[src/rtl/mdr_pkg.sv]
// Shared types and constants for the MDR operand-distribution path.
package mdr_pkg;

  // Double-width datapath: results carry DW_DBL+1 bits.
  localparam int unsigned DW_DBL           = 16;
  localparam int unsigned MDR_TIMEOUT_DFLT = 64;

  typedef enum logic [1:0] {
    IDLE,
    WAIT,
    HOLD
  } coll_state_t;

  typedef logic [1:0] err_code_t;

  localparam err_code_t ERR_NONE = 2'b00;
  localparam err_code_t ERR_TMO  = 2'b01;
  localparam err_code_t ERR_SPUR = 2'b10;

endpackage

[src/rtl/mdr_timeout_ctr.sv]
// Saturating wait-cycle counter; expired marks the last allowed WAIT cycle.
module mdr_timeout_ctr
  import mdr_pkg::*;
#(
  parameter int unsigned TIMEOUT_CYC = MDR_TIMEOUT_DFLT
) (
  input  logic clk,
  input  logic rst,
  input  logic clear,
  input  logic enable,
  output logic expired
);

  localparam int unsigned CNT_W = $clog2(TIMEOUT_CYC + 1);
  localparam logic [CNT_W-1:0] LAST = CNT_W'(TIMEOUT_CYC - 1);

  logic [CNT_W-1:0] cnt;

  // Count enabled cycles, holding at LAST so the counter never wraps.
  always_ff @(posedge clk or posedge rst) begin
    if (rst) begin
      cnt <= '0;
    end else if (clear) begin
      cnt <= '0;
    end else if (enable && (cnt != LAST)) begin
      cnt <= cnt + CNT_W'(1);
    end
  end

  assign expired = (cnt == LAST);

endmodule

[src/rtl/mdr_result_collector.sv]
// Collects one result from the selected unit channel and returns it to the
// requester under a valid/ready handshake, flagging timeouts and spurious
// completions from non-selected channels.
module mdr_result_collector
  import mdr_pkg::*;
#(
  parameter int unsigned TIMEOUT_CYC = MDR_TIMEOUT_DFLT
) (
  input  logic            clk,
  input  logic            rst,
  input  logic            start,
  input  logic [1:0]      sel,
  input  logic            a_valid,
  input  logic [DW_DBL:0] a_data,
  input  logic            b_valid,
  input  logic [DW_DBL:0] b_data,
  input  logic            c_valid,
  input  logic [DW_DBL:0] c_data,
  input  logic            d_valid,
  input  logic [DW_DBL:0] d_data,
  output logic            busy,
  output logic [DW_DBL:0] result,
  output logic            result_valid,
  input  logic            result_ready,
  output logic            err,
  output err_code_t       err_code
);

  coll_state_t     state, state_d;
  logic [1:0]      sel_q, sel_d;
  logic [DW_DBL:0] result_d;
  logic            result_valid_d;
  logic            err_d;
  err_code_t       err_code_d;

  logic            sel_vld;
  logic [DW_DBL:0] sel_dat;
  logic            spur;
  logic            expired;

  mdr_timeout_ctr #(
    .TIMEOUT_CYC(TIMEOUT_CYC)
  ) u_tmo (
    .clk    (clk),
    .rst    (rst),
    .clear  (state == IDLE),
    .enable (state == WAIT),
    .expired(expired)
  );

  // Channel-select mux and detection of valids on the other three channels.
  always_comb begin
    sel_vld = 1'b0;
    sel_dat = '0;
    case (sel_q)
      2'd0: begin sel_vld = a_valid; sel_dat = a_data; end
      2'd1: begin sel_vld = b_valid; sel_dat = b_data; end
      2'd2: begin sel_vld = c_valid; sel_dat = c_data; end
      default: begin sel_vld = d_valid; sel_dat = d_data; end
    endcase
    spur = |({d_valid, c_valid, b_valid, a_valid} & ~(4'b0001 << sel_q));
  end

  // Next-state and next-output decode; selected valid beats a same-cycle timeout.
  always_comb begin
    state_d        = state;
    sel_d          = sel_q;
    result_d       = result;
    result_valid_d = result_valid;
    err_d          = err;
    err_code_d     = err_code;
    case (state)
      IDLE: begin
        if (start) begin
          sel_d      = sel;
          err_d      = 1'b0;
          err_code_d = ERR_NONE;
          state_d    = WAIT;
        end
      end
      WAIT: begin
        if (spur) begin
          err_d      = 1'b1;
          err_code_d = err_code_d | ERR_SPUR;
        end
        if (sel_vld) begin
          result_d       = sel_dat;
          result_valid_d = 1'b1;
          state_d        = HOLD;
        end else if (expired) begin
          result_d       = '0;
          result_valid_d = 1'b1;
          err_d          = 1'b1;
          err_code_d     = err_code_d | ERR_TMO;
          state_d        = HOLD;
        end
      end
      HOLD: begin
        if (result_ready) begin
          result_valid_d = 1'b0;
          state_d        = IDLE;
        end
      end
      default: state_d = IDLE;
    endcase
  end

  // State and registered outputs.
  always_ff @(posedge clk or posedge rst) begin
    if (rst) begin
      state        <= IDLE;
      sel_q        <= '0;
      result       <= '0;
      result_valid <= 1'b0;
      busy         <= 1'b0;
      err          <= 1'b0;
      err_code     <= ERR_NONE;
    end else begin
      state        <= state_d;
      sel_q        <= sel_d;
      result       <= result_d;
      result_valid <= result_valid_d;
      busy         <= (state_d != IDLE);
      err          <= err_d;
      err_code     <= err_code_d;
    end
  end

endmodule

[config.mk]
export PLATFORM = sky130hd
export DESIGN_NAME = mdr_result_collector
export DESIGN_NICKNAME = d
export VERILOG_FILES = /design/src/rtl/mdr_pkg.sv /design/src/rtl/mdr_timeout_ctr.sv /design/src/rtl/mdr_result_collector.sv
export SDC_FILE = /design/constraint.sdc
export NUM_CORES = 1
export LEC_CHECK = 0
export BUFFER_PORTS_ARGS = -buffer_cell sky130_fd_sc_hd__buf_2
export CAP_MARGIN = 0
export CORE_ASPECT_RATIO = 1.4
export CORE_MARGIN = 2
export CORE_UTILIZATION = 42
export CTS_BUF_LIST = sky130_fd_sc_hd__clkbuf_8
export DETAILED_ROUTE_END_ITERATION = 6
export PLACE_DENSITY = 0.78
export SETUP_SLACK_MARGIN = 0.02
export SLEW_MARGIN = 20
export SYNTH_ARGS = -nofsm -noshare
export SYNTH_HDL_FRONTEND = slang
export SYNTH_HIERARCHICAL = 1
export SYNTH_SLANG_ARGS = --single-unit
[constraint.sdc]
create_clock -name clk -period 1.65 [get_ports clk]
set_clock_uncertainty 0.05 [all_clocks]
set_input_delay 0.33 -clock clk [delete_from_list [all_inputs] [get_ports clk]]
set_output_delay 0.33 -clock clk [all_outputs]
set_load 0.01 [all_outputs]
==> impl_metrics.py <==
metrics = {
    "run": {
        "cap_viol_max_count": 0,
    },
    "setup_path": {
        "worstPathArrival_ns": 1.73,
        "cp_max_fo": 11,
        "critPathMaxStageDelay_ns": 0.36,
        "required_ns": 1.77,
        "cp_num_buf_inv": 1,
        "cp_cell_sequence": "ha_2, and4b_4, and2b_2, o21ai_4, buf_6, a22o_1",
        "end_kind": "register",
        "critPathLaunchType": "register",
        "crit_family": "simple AND/OR/NAND/NOR gates",
        "cp_slowest_cell": "dfrtp_1",
        "crit_type": "register to register",
    },
    "sta": {
        "rsz0062_at_grt": "true",
        "worst_slew_pin_slew_ns": 0.2871,
        "layout_min_cycle_time_ns": 1.611,
        "slew_headroom": 0.8069,
        "setup_tns_ns": 0,
        "drv_slew": 0,
        "finalHoldViolCount": 0,
        "timing.final.crit_share": 0.9761,
        "finalSetupViolCount": 0,
        "fin_ws_ns": 0.03947,
        "max_freq_ghz": 0.6209,
    },
    "floorplanning": {
        "core-area_sq_mm": 0.004274,
        "io_pins": 100,
        "placementRows": 28,
        "die_w_um": 60.65,
        "start_util": 0.4415,
        "die_area_sq_mm": 0.005052,
        "dieHeight_um": 83.31,
    },
    "cells_and_area": {
        "finalNetCount": 336,
        "diodes": 0,
        "fin_util": 0.6218,
        "final_layout_size_suffix_gt1_frac": 0.5581,
        "area_delta_synth_final_pct": 40.85,
    },
    "route": {
        "avgRoutedWirePerCell_um": 15.31,
        "drt_first_pass_iters": 4,
        "drt_iter0_drc": 62,
        "drt-total-wl_um": 4867,
        "drc_errors": 0,
        "vias": 1719,
        "viasPerCell": 5.406,
        "drt.antenna.violating_nets": 0,
    },
    "pwr": {
        "ir_drop_mv": 1.120,
        "p_leak_nw": 1.324,
        "p_per_area_mw_per_mm2": 1604,
    },
    "synth": {
        "syn_nets": 222,
        "ys_ff_latch": 33,
        "syn_area_per_cell_sq_um": 13.19,
        "yosysUniqueCellTypes": 41,
        "ys_warn_count": 6,
        "yosysSeqAreaShare": 0.4377,
        "synth_area_sq_mm": 0.001887,
        "synthCells": 143,
        "synthArstFlopShare": 1.000,
        "synth_ff_type": "dfrtp_1",
        "synth_edf_count": 0,
    },
    "clocking": {
        "clock_sinks": 33,
        "insertion_delay_ns": 0.28,
        "clk_pin_slew_ns": 0.06,
        "cts_buffers": 5,
        "h-tree-depth": 2,
        "clk_path_buf_depth": 2,
        "cts_tree": "built",
        "cts_root_buf": "clkbuf_8",
    },
    "grt": {
        "grt_first_pass_wirelength_um": 7762,
        "grt_usage": 0.2049,
        "antenna_found_initial": 0,
        "gr-total-overflow": 0,
        "grt_max_degree": 22,
        "grt_pass1_vias": 1770,
    },
    "placed_design": {
        "gp_congestion": 0.8059,
        "place_ws_ns": 0.01051,
        "post-dp-hpwl_um": 3979,
        "io_buffers": 99,
    },
    "status": {
        "status": "finished clean",
    },
    "worst_hold_path": {
        "min_path_type": "input pin to register",
    },
}
==> routing by layer <==
metal | wire (um) | track usage | part of all wire | vias to the layer above
li1 | - | - | - | 786
met1 | 1685 | 0.2309 | 0.35 | 841
met4 | 122 | 0.1028 | 0.025 | 0
met5 | 0 | 0 | 0 | -
met2 | 2696 | 0.3431 | 0.55 | 81
met3 | 363 | 0.05296 | 0.075 | 11
==> worst paths after layout <==
path	from	end	slack, ns	cells after the start
max in group asynchronous	rst	sel_q[0]$_DFFE_PP0P_	0.57	4
worst max register to register	u_tmo/cnt[0]$_DFFE_PP0P_	result[6]$_DFFE_PP0P_	0.04	6
min in group asynchronous	rst	result[9]$_DFFE_PP0P_	0.45	3
worst min register to register	result_valid$_DFFE_PP0P_	result_valid$_DFFE_PP0P_	0.45	2
worst max-delay path	u_tmo/cnt[0]$_DFFE_PP0P_	result[6]$_DFFE_PP0P_	0.04	6
worst min-delay path	sel[0]	sel_q[0]$_DFFE_PP0P_	0.23	2
==> state kept, by name (all words and copies together), names as in the netlist <==
register,count
u_tmo/cnt,7
err_code,2
result_valid,1
sel_q,2
result,17
state,2
err,1
busy,1
==> where the power goes <==
part | leakage [nW] | switching, mW | internal, mW | total [mW]
logic | 0.845 | 0.986 | 1.19 | 2.18
clock network | 0.0626 | 0.281 | 0.486 | 0.767
registers | 0.416 | 0.196 | 1.12 | 1.32
==> metrics by stage <==
stage               std cells  power, mW  cell area, sq um  hold slack, ns
global placement          306      3.404              2495          0.1992
floorplan                 143      2.809              1896         0.08340
finish                    318      4.263              2658          0.2328
detailed placement        306      3.478              2495          0.2009
global route              318      4.534              2658          0.2372
CTS                       317      4.259              2636          0.2237
==> cell usage in the layout (no fill, tap or decap), drive strengths merged, types with 3 or more instances in the layout <==
| master | synthesis | layout |
|---|---|---|
| mux2i | 3 | 3 |
| a22o | 18 | 18 |
| dfrtp | 33 | 33 |
| nor2 | 8 | 8 |
| o21ai | 7 | 7 |
| clkbuf | 3 | 6 |
| nand2 | 7 | 7 |
| nand2b | 5 | 5 |
| mux2 | 4 | 4 |
| buf | 5 | 115 |
| inv | 5 | 6 |
| mux4 | 18 | 18 |
| nor2b | 3 | 3 |
==> area by class of cell <==
cell class	count	area [sq um]
Clock inverter	2	33.78
Inverter	6	22.52
Sequential cell	33	825.8
Multi-Input combinational cell	95	984.7
Timing Repair Buffer	116	633.1
Clock buffer	6	82.58
Tap cell	60	75.07
Fill cell	381	1617
==> cell families (layout without fill, tap and decap cells) <==
group / count (synthesis) / count (layout) / synth area share
AOI/OAI and AO/OA: 33 / 33 / 0.1373
DFF: 33 / 33 / 0.4377
buffers and inverters: 15 / 130 / 0.04509
muxes: 25 / 25 / 0.2646
and+or+nand+nor: 36 / 36 / 0.1088
adders and majority gates: 1 / 1 / 0.006630
==> repair_timing <==
| action | in CTS | in global routing |
|---|---|---|
| hold endpoints to repair | 12 | 0 |
| gates resized for setup | 0 | 3 |
| setup endpoints to repair | 16 | 19 |
| hold buffers | 1 | 0 |
| pin swaps | 0 | 8 |
| cloned | 0 | 0 |
| buffers inserted | 2 | 1 |
==> cell usage after synthesis, types with 2 or more instances <==
master    instances  area share
dfrtp_1          33        0.44
nor2_1            8       0.016
mux4_1            5       0.070
nand2_1           7       0.014
a21oi_1           2      0.0053
nor2b_1           3      0.0099
mux2i_1           3       0.016
mux2_2            2       0.012
o21ai_0           5       0.013
nor3_1            2      0.0053
mux4_2           13        0.16
nand3_1           2      0.0053
inv_1             5      0.0099
clkbuf_1          3      0.0060
nand2b_1          5       0.017
mux2_1            2       0.012
nor3b_1           2      0.0080
a22o_1           18       0.084
Power figures use the tool's default switching activity.
